`src/rtl/posit_op_arbiter.sv`:
```
// Shares one pipelined posit unit among NUM_REQ requesters (round-robin, one issue per cycle), with flush/drain FSM.
// Define POSIT_ARB_PRIO0_EN to give requester 0 strict priority over a round-robin among the others.
module posit_op_arbiter #(
    parameter int posit_width = 8,
    parameter int es          = 1,
    parameter int NUM_REQ     = 4,
    parameter int PIPE_LAT    = 4
) (
    input  logic                           clk,
    input  logic                           reset,
    input  logic [NUM_REQ-1:0]             req_valid,
    output logic [NUM_REQ-1:0]             req_ready,
    input  logic [2*NUM_REQ-1:0]           req_opcode,
    input  logic [posit_width*NUM_REQ-1:0] req_a,
    input  logic [posit_width*NUM_REQ-1:0] req_b,
    output logic [NUM_REQ-1:0]             rsp_valid,
    output logic [posit_width-1:0]         rsp_result,
    output logic                           rsp_zero,
    output logic                           pu_start,
    output logic [1:0]                     pu_opcode,
    output logic [posit_width-1:0]         pu_a,
    output logic [posit_width-1:0]         pu_b,
    input  logic [posit_width-1:0]         pu_result,
    input  logic                           pu_zero,
    input  logic                           flush,
    output logic                           flush_done,
    output logic                           busy
);

    localparam int TW = $clog2(NUM_REQ);
    localparam bit CFG_OK = (es >= 0) && (es < posit_width - 2) &&
                            (NUM_REQ >= 2) && (NUM_REQ <= 8) && (PIPE_LAT >= 1);

    if (!CFG_OK) begin : g_cfg_check
        $error("posit_op_arbiter: unsupported parameter set");
    end

    typedef enum logic [1:0] {RUN = 2'd0, DRAIN = 2'd1, HALTED = 2'd2} state_t;

    state_t                 state, state_nxt;
    logic                   arb_en;
    logic [TW-1:0]          rr_ptr;
    logic                   gnt_vld;
    logic [TW-1:0]          gnt_idx;
    logic [TW-1:0]          cand;
    int                     sum;

    // Stage 0 pairs with pu_start; stages 1..PIPE_LAT follow the unit so the last lines up with pu_result.
    logic [PIPE_LAT:0]      tag_vld;
    logic [TW-1:0]          tag_idx [PIPE_LAT+1];

    logic [1:0]             op_arr [NUM_REQ];
    logic [posit_width-1:0] a_arr  [NUM_REQ];
    logic [posit_width-1:0] b_arr  [NUM_REQ];

    for (genvar g = 0; g < NUM_REQ; g++) begin : g_unpack
        assign op_arr[g] = req_opcode[2*g +: 2];
        assign a_arr[g]  = req_a[posit_width*g +: posit_width];
        assign b_arr[g]  = req_b[posit_width*g +: posit_width];
    end

    always_comb begin
        gnt_vld = 1'b0;
        gnt_idx = '0;
        sum     = 0;
        cand    = '0;
        if (arb_en) begin
`ifdef POSIT_ARB_PRIO0_EN
            if (req_valid[0]) begin
                gnt_vld = 1'b1;
            end else begin
                // Rotation covers 1..NUM_REQ-1 only; a reset pointer of 0 starts at 1.
                for (int i = 0; i < NUM_REQ - 1; i++) begin
                    sum = (rr_ptr == '0) ? 1 + i : int'(rr_ptr) + i;
                    if (sum >= NUM_REQ) sum = sum - (NUM_REQ - 1);
                    cand = TW'(sum);
                    if (!gnt_vld && req_valid[cand]) begin
                        gnt_vld = 1'b1;
                        gnt_idx = cand;
                    end
                end
            end
`else
            for (int i = 0; i < NUM_REQ; i++) begin
                sum = int'(rr_ptr) + i;
                if (sum >= NUM_REQ) sum = sum - NUM_REQ;
                cand = TW'(sum);
                if (!gnt_vld && req_valid[cand]) begin
                    gnt_vld = 1'b1;
                    gnt_idx = cand;
                end
            end
`endif
        end
    end

    always_comb begin
        req_ready = '0;
        if (gnt_vld) req_ready[gnt_idx] = 1'b1;
    end

    always_ff @(posedge clk or posedge reset) begin
        if (reset) begin
            pu_start  <= 1'b0;
            pu_opcode <= '0;
            pu_a      <= '0;
            pu_b      <= '0;
            rr_ptr    <= '0;
        end else begin
            pu_start <= gnt_vld;
            if (gnt_vld) begin
                pu_opcode <= op_arr[gnt_idx];
                pu_a      <= a_arr[gnt_idx];
                pu_b      <= b_arr[gnt_idx];
            end
`ifdef POSIT_ARB_PRIO0_EN
            if (gnt_vld && gnt_idx != '0)
                rr_ptr <= (gnt_idx == TW'(NUM_REQ - 1)) ? TW'(1) : gnt_idx + 1'b1;
`else
            if (gnt_vld)
                rr_ptr <= (gnt_idx == TW'(NUM_REQ - 1)) ? '0 : gnt_idx + 1'b1;
`endif
        end
    end

    always_ff @(posedge clk or posedge reset) begin
        if (reset) begin
            tag_vld <= '0;
            for (int j = 0; j <= PIPE_LAT; j++) tag_idx[j] <= '0;
        end else begin
            tag_vld    <= {tag_vld[PIPE_LAT-1:0], gnt_vld};
            tag_idx[0] <= gnt_idx;
            for (int j = 1; j <= PIPE_LAT; j++) tag_idx[j] <= tag_idx[j-1];
        end
    end

    always_ff @(posedge clk or posedge reset) begin
        if (reset) begin
            rsp_valid  <= '0;
            rsp_result <= '0;
            rsp_zero   <= 1'b0;
        end else begin
            rsp_valid <= '0;
            if (tag_vld[PIPE_LAT]) begin
                rsp_valid[tag_idx[PIPE_LAT]] <= 1'b1;
                rsp_result                   <= pu_result;
                rsp_zero                     <= pu_zero;
            end
        end
    end

    assign busy = pu_start | (|tag_vld);

    always_ff @(posedge clk or posedge reset) begin
        if (reset) state <= RUN;
        else       state <= state_nxt;
    end

    always_comb begin
        state_nxt = state;
        case (state)
            RUN:     if (flush) state_nxt = DRAIN;
            DRAIN:   if (!busy && rsp_valid == '0) state_nxt = HALTED;
            HALTED:  if (!flush) state_nxt = RUN;
            default: state_nxt = RUN;
        endcase
    end

    // Flush is honoured combinationally so no grant slips out in the cycle it first appears.
    always_comb begin
        arb_en     = (state == RUN) && !flush && !reset;
        flush_done = (state == HALTED);
    end

endmodule
```
`config.mk`:
```
export PLATFORM = sky130hd
export DESIGN_NAME = posit_op_arbiter
export DESIGN_NICKNAME = d
export VERILOG_FILES = /design/src/rtl/posit_op_arbiter.sv
export SDC_FILE = /design/constraint.sdc
export NUM_CORES = 1
export LEC_CHECK = 0
export ABC_CLOCK_PERIOD_IN_PS = 5600
export BUFFER_PORTS_ARGS = -buffer_cell sky130_fd_sc_hd__buf_2
export CAP_MARGIN = 5
export CORE_MARGIN = 2
export CORE_UTILIZATION = 36
export CTS_CLUSTER_DIAMETER = 200
export CTS_CLUSTER_SIZE = 28
export DETAILED_ROUTE_END_ITERATION = 10
export PLACE_DENSITY = 0.66
export SLEW_MARGIN = 10
export SYNTH_ARGS = -nofsm -noshare
export SYNTH_HDL_FRONTEND = slang
export SYNTH_SLANG_ARGS = --single-unit
```
`constraint.sdc`:
```
create_clock -name clk -period 5.6 [get_ports clk]
set_clock_uncertainty 0.1 [all_clocks]
set_input_delay 0.84 -clock clk [delete_from_list [all_inputs] [get_ports clk]]
set_output_delay 0.84 -clock clk [all_outputs]
set_load 0.01 [all_outputs]
```
==> reports/metrics.yaml, run 1 <==
fmax_mhz: 293
number_of_antenna_violating_nets_in_the_routed_design: 0
crit_path_end_kind: "output port"
critPathMaxStageDelay_ns: 0.30
use_met3: 0.0529
grt_util_met2: 0.290
syn2layout_area_growth_pct: 31.0
synth_top_flop_cell: "dfrtp_1"
critical-path-slowest-cell: "nor2_1"
synth.ff_latch_count: 50
drt-initial-drc-count: 70
synth_enable_flop_cells: 0
post_synthesis_instance_total: 215
clkSlewWorstSetupHoldPaths_ns: 0.08
irDropWorstVdd_v: 0.000154
post_cts.resized_instances: 0
yosys-top-cells-area: "dfrtp_1, mux2i_1, nand2b_1"
p_leak_nw: 1.71
numClockSinks: 50
worst_hold_check_path_type: "reg -> reg"
asyncSetResetFlopFracSynth: 1.00
cp.required_ns: 4.66
relSlewSlack: 0.325
track_usage: 0.160
final-hold-violation-count: 0
setup_violating_endpoint_count_in_the_final_report: 0
leading_cell_types_in_the_layout_fill_and_taps_excluded: "buf_2, dfrtp_1, a21oi_1"
max_cap_violations: 0
grt_first_pass_wirelength_um: 9120
critical_path.top_delay_family: "buffers and inverters"
num_antenna_cells: 0
cts_buffer_count: 5
run_status: "complete, but fails checks"
ys.warnings.count: 0
worst_endpoint_data_arrival_time_ns: 2.48
place_congestion: 0.781
postSynthNetCount: 307
cts.root.buffer_cell: "clkbuf_8"
post-dp-hpwl_um: 4410
globalRoute.busiestLayer: "met2"
transition_time_of_the_tightest_slew_check_pin_ns: 1.01
htree_levels: 2
routed-via-count: 2041
final_layout_size_suffix_gt1_frac: 0.466
timing.critical_path.fanout_max: 20
period_needed_ns: 3.42
cts.repair_timing.setup_buffer_count: 0
layout_commonest_cell: "buf_2"
num-nets-final: 428
cp.buffers_inverters: 4
post-route-period-util: 0.610
critical-path-top-cell-by-count: "buf_2"
ioPinCount: 126
number_of_global_route_vias_before_repair: 2011
start_kind: "primary input"
synth_area_leader_cell: "dfrtp_1"
synth.lib_cells_used.distinct: 34
dieHeight_um: 85.8
antenna_found_initial: 0
die_width_um: 85.8
p_per_area_nw_per_um2: 412
portion_of_the_post_synthesis_area_used_by_sequential_elements: 0.519
detailedPlace.worstSlack_ns: 2.16
yosys.area.top_type_share: 0.519
global_route.overflow_total: 0
timing.critical_path.cells: "buf_2 > a21boi_0 > o221ai_2 > buf_4 > nor2_1 > inv_1 > ha_1 > and2_1 > buf_2"
insertion_delay_ns: 0.29
initial_core_util: 0.375
largest_net_degree_at_the_start_of_global_routing: 51
rsz0062_at_grt: "no"
port-buffer-count: 125
design.core.area_sq_um: 6420
avgSynthCellArea_sq_um: 11.2
hold_buffers: 0
violated_checks: "design-rule violations"
drt_pre_antenna_iters: 7
wirelength_um: 5760
cts_tree: "yes"
criticalPathCategory: "in -> out"
met1_usage: 0.177
final_critical_path_setup_slack_ns: 2.18
full_die_area_sq_um: 7370
setup-tns-final_ns: 0
routedWlPerCell_um: 13.9
post_drt_via_cell_ratio: 4.93
slew_viol_final: 0
syn-cell-area_sq_um: 2410
clk_path_buf_depth: 2
post-route-drc-count: 7
std_cell_rows: 29
path summary, 6_finish.rpt:
path / startpoint / to / slack (ns) / depth (start not counted)
setup / recovery: req_valid[1] / req_ready[0] / 2.18 / 9
hold / removal: tag_idx[2] / tag_idx[0] / 0.25 / 0
setup reg to reg: state[1] / pu_a[4] / 3.33 / 6
hold reg to reg: tag_idx[2] / tag_idx[0] / 0.25 / 0
max in group asynchronous: reset / pu_a[0] / 4.06 / 2
min in group asynchronous: reset / rsp_zero / 0.70 / 2
per-stage QoR:
| step | utilization | std cells | cell area (sq um) | hold slack, ns | total power [mW] |
|---|---|---|---|---|---|
| final | 0.492 | 414 | 3160 | 0.253 | 1.30 |
| after detailed placement | 0.477 | 406 | 3070 | 0.236 | 1.11 |
| after CTS | 0.492 | 414 | 3160 | 0.256 | 1.32 |
| after floorplan | - | 215 | 2410 | 0.231 | 0.913 |
| after global routing | 0.492 | 414 | 3160 | 0.263 | 1.40 |
| after global placement | 0.477 | 406 | 3070 | 0.234 | 1.09 |
Yosys cell counts (all sizes together) (4+ instances only):
library cell,number
o21ai,20
mux2,9
a21oi,22
ha,4
dfrtp,50
inv,6
and2,4
nor2,6
mux2i,19
a22o,18
buf,12
nand2,7
nand2b,19
logic make-up (layout without fill, tap and decap cells):
family,Yosys count,after routing,share of synthesized area
compound gates,66,66,0.177
fa+ha+maj,4,4,0.0208
buf+inv,20,142,0.0514
flops,50,50,0.519
mux,28,28,0.121
simple gates,47,47,0.111
metal layers:
metal	routed length [um]	up-vias
met3	481	9
met2	2840	97
met5	0	-
met4	87	0
li1	-	1007
met1	2350	928
flip-flops by register name (all words and copies together) (netlist names):
register,flops
pu_opcode,2
rr_ptr,2
tag_vld,5
state,2
rsp_zero,1
rsp_result,8
rsp_valid,4
pu_b,8
tag_idx,10
pu_a,8
where the power goes:
group          leakage, nW  total, mW  switching, mW  internal, mW
sequential           0.622      0.564         0.0771         0.487
combinational         1.04      0.528          0.256         0.271
clock               0.0482      0.210          0.110        0.0997
layout make-up:
type                            instances  area, sq um
Clock inverter                          1         5.00
Timing Repair Buffer                  128          648
Sequential cell                        50         1250
Clock buffer                            7         86.3
Tap cell                               77         96.3
Inverter                                6         22.5
Fill cell                             614         3260
Multi-Input combinational cell        145         1050
No activity file was read; power rests on OpenSTA's default activity.
==> run 2: changes to the inputs <==
--- a/config.mk
+++ b/config.mk
@@ -5,7 +5,7 @@
 export SDC_FILE = /design/constraint.sdc
 export NUM_CORES = 1
 export LEC_CHECK = 0
-export ABC_CLOCK_PERIOD_IN_PS = 5600
+export ABC_CLOCK_PERIOD_IN_PS = 2800
 export BUFFER_PORTS_ARGS = -buffer_cell sky130_fd_sc_hd__buf_2
 export CAP_MARGIN = 5
 export CORE_MARGIN = 2
@@ -13,7 +13,7 @@
 export CTS_CLUSTER_DIAMETER = 200
 export CTS_CLUSTER_SIZE = 28
 export DETAILED_ROUTE_END_ITERATION = 10
-export PLACE_DENSITY = 0.66
+export PLACE_DENSITY = 0.69
 export SLEW_MARGIN = 10
 export SYNTH_ARGS = -nofsm -noshare
 export SYNTH_HDL_FRONTEND = slang
==> constraint.sdc (replaced) <==
create_clock -name clk -period 2.8 [get_ports clk]
set_clock_uncertainty 0.1 [all_clocks]
set_input_delay 0.42 -clock clk [delete_from_list [all_inputs] [get_ports clk]]
set_output_delay 0.42 -clock clk [all_outputs]
set_load 0.01 [all_outputs]
==> run 2 against run 1 <==
Critical endpoint unchanged. Register-to-register slack worse by 2.8 ns. The run still ends with design-rule violations left. Via count is 0.69% higher. First-iteration DRC count is 5.7% higher. Highest routed layer unchanged. Clock-buffer cell count is 2 lower. Clock power is 110% higher. Non-clock buffer count is 3 higher.
==> reports/metrics.yaml, run 2 (synthesis results as in run 1) <==
run_status: "complete, but fails checks"
violated_checks: "design-rule violations"
timing.critical_path.fanout_max: 7  # -65%
drt-initial-drc-count: 74  # +5.7%
layoutNonFillerInstCount: 417  # +0.72%
fmax_mhz: 386
critical_path.top_delay_family: "buffers and inverters"
final.hold.worst_slack_ns: 0.0303  # -0.222 ns
cp.buffers_inverters: 3  # -1
dieHeight_um: 85.8  # unchanged
post-route-drc-count: 8  # +1
grt_first_pass_wirelength_um: 9230  # +1.1%
final-hold-violation-count: 0  # unchanged
htree_levels: 2  # unchanged
worst_endpoint_data_arrival_time_ns: 2.07  # -0.41 ns
num-fill-cells: 618  # +0.65%
antenna_found_initial: 0  # unchanged
post-route-period-util: 0.926
start_kind: "register"
critical-path-slowest-cell: "dfrtp_1"
max_cap_violations: 0  # unchanged
ioPinCount: 126  # unchanged
port-buffer-count: 125  # unchanged
std_cell_rows: 29  # unchanged
cts.repair_timing.setup_buffer_count: 0  # unchanged
timing.critical_path.cells: "nor4_1 > buf_4 > o221ai_2 > buf_4 > ha_1 > and2_1 > buf_2"
critical-path-top-cell-by-count: "buf_4"
routedWlPerCell_um: 13.5  # -2.7%
crit_path_end_kind: "output port"
post-dp-hpwl_um: 4250  # -3.6%
largest_reg_flops: 10  # unchanged
routed-via-count: 2055  # +0.69%
post_cts.resized_instances: 0  # unchanged
setup_violating_endpoint_count_in_the_final_report: 0  # unchanged
full_die_area_sq_um: 7370  # unchanged
drt_pre_antenna_iters: 9  # +2
track_usage: 0.159  # -0.00119
syn2layout_area_growth_pct: 33.3
insertion_delay_ns: 0.32  # +0.03 ns
num_antenna_cells: 0  # unchanged
global_route.overflow_total: 0  # unchanged
number_of_global_route_vias_before_repair: 1970  # -2.0%
rsz0062_at_grt: "no"
post_drt_via_cell_ratio: 4.93  # about the same
die_width_um: 85.8  # unchanged
cts.root.buffer_cell: "clkbuf_8"
place_congestion: 0.733  # -6.2%
final_layout_size_suffix_gt1_frac: 0.476  # +0.0106
num-nets-final: 431  # +0.70%
p_leak_nw: 1.74  # +1.6%
largest_net_degree_at_the_start_of_global_routing: 39  # -24%
slew_viol_final: 0  # unchanged
relSlewSlack: 0.608  # +0.283
hold_buffers: 0  # unchanged
period_needed_ns: 2.59
number_of_instances_in_the_placed_design: 409  # +0.74%
clkSlewWorstSetupHoldPaths_ns: 0.11  # +0.03 ns
final_core_util: 0.500  # +0.00877
numClockSinks: 50  # unchanged
transition_time_of_the_tightest_slew_check_pin_ns: 0.588  # -0.423 ns
number_of_antenna_violating_nets_in_the_routed_design: 0  # unchanged
layout_commonest_cell: "buf_2"
setup-tns-final_ns: 0  # unchanged
cts_buffer_count: 5  # unchanged
worst_hold_check_path_type: "in -> async"
leading_cell_types_in_the_layout_fill_and_taps_excluded: "buf_2, dfrtp_1, a21oi_1"
irDropWorstVdd_v: 0.000309  # +100%
initial_core_util: 0.375  # unchanged
design.core.area_sq_um: 6420  # unchanged
fin_total_pwr_mw: 2.63  # +100%
criticalPathCategory: "reg -> out"
cts_tree: "yes"
regMostFlops: "tag_idx"
p_per_area_nw_per_um2: 820  # +99%
wirelength_um: 5640  # -1.9%
critPathMaxStageDelay_ns: 0.42  # +0.12 ns
clk_path_buf_depth: 2  # unchanged
cp.required_ns: 2.28  # -2.38 ns
==> run 2: cell count changes in the layout (fill, tap and decap cells not counted) <==
cell / before / now
clkinv_2: 1 / 0
nor2_2: 0 / 1
clkbuf_8: 6 / 5
nor2_1: 6 / 5
inv_8: 0 / 1
buf_4: 3 / 4
clkbuf_1: 1 / 0
buf_12: 0 / 2
inv_6: 0 / 1
clkinv_4: 0 / 1
==> run 2: metal layers <==
| metal | part of all wire | global-route usage |
|---|---|---|
| met1 | 0.43 | 0.204 |
| met2 | 0.49 | 0.268 |
| met3 | 0.073 | 0.0395 |
| met4 | 0.0097 | 0.0433 |
| met5 | 0 | 0 |
==> run 2: path summary, 6_finish.rpt <==
check | startpoint | to | cells after the start | slack (ns)
hold / removal | reset | state[1] | 2 | 0.03
max in group asynchronous | reset | tag_idx[4] | 3 | 2.06
min in group clk | pu_result[2] | rsp_result[2] | 2 | 0.22
setup reg to reg | rr_ptr[1] | pu_a[2] | 5 | 0.56
setup / recovery | state[1] | req_ready[0] | 7 | 0.21
hold reg to reg | tag_idx[7] | tag_idx[5] | 0 | 0.25
==> run 2: area by class of cell <==
cell class	instances	area, sq um	share of cell area
Timing Repair Buffer	131	696	0.216
Sequential cell	50	1250	0.389
Clock inverter	3	28.8	0.00895
Clock buffer	5	68.8	0.0214
Inverter	6	22.5	0.00701
Multi-Input combinational cell	145	1050	0.327
Tap cell	77	96.3	0.0300
==> run 2: metrics by stage <==
| step | worst slack [ns] | instance area (sq um) |
|---|---|---|
| final | 0.209 | 3210 |
| after global routing | 0.0577 | 3210 |
| after CTS | 0.0859 | 3210 |
| after detailed placement | 0.394 | 3110 |
| after global placement | 0.479 | 3110 |
| after floorplan | 0.540 | 2410 |
==> run 2: where the power goes <==
part           switching [mW]  internal [mW]
sequential              0.146          0.973
clock                   0.263          0.187
combinational           0.509          0.556
==> run 2: worst register-to-register path, stage by stage (launching register included) <==
cell,delay (ns)
dfrtp_1,0.50
or3b_1,0.43
o221ai_2,0.09
buf_4,0.36
and3_2,0.50
a22o_1,0.21
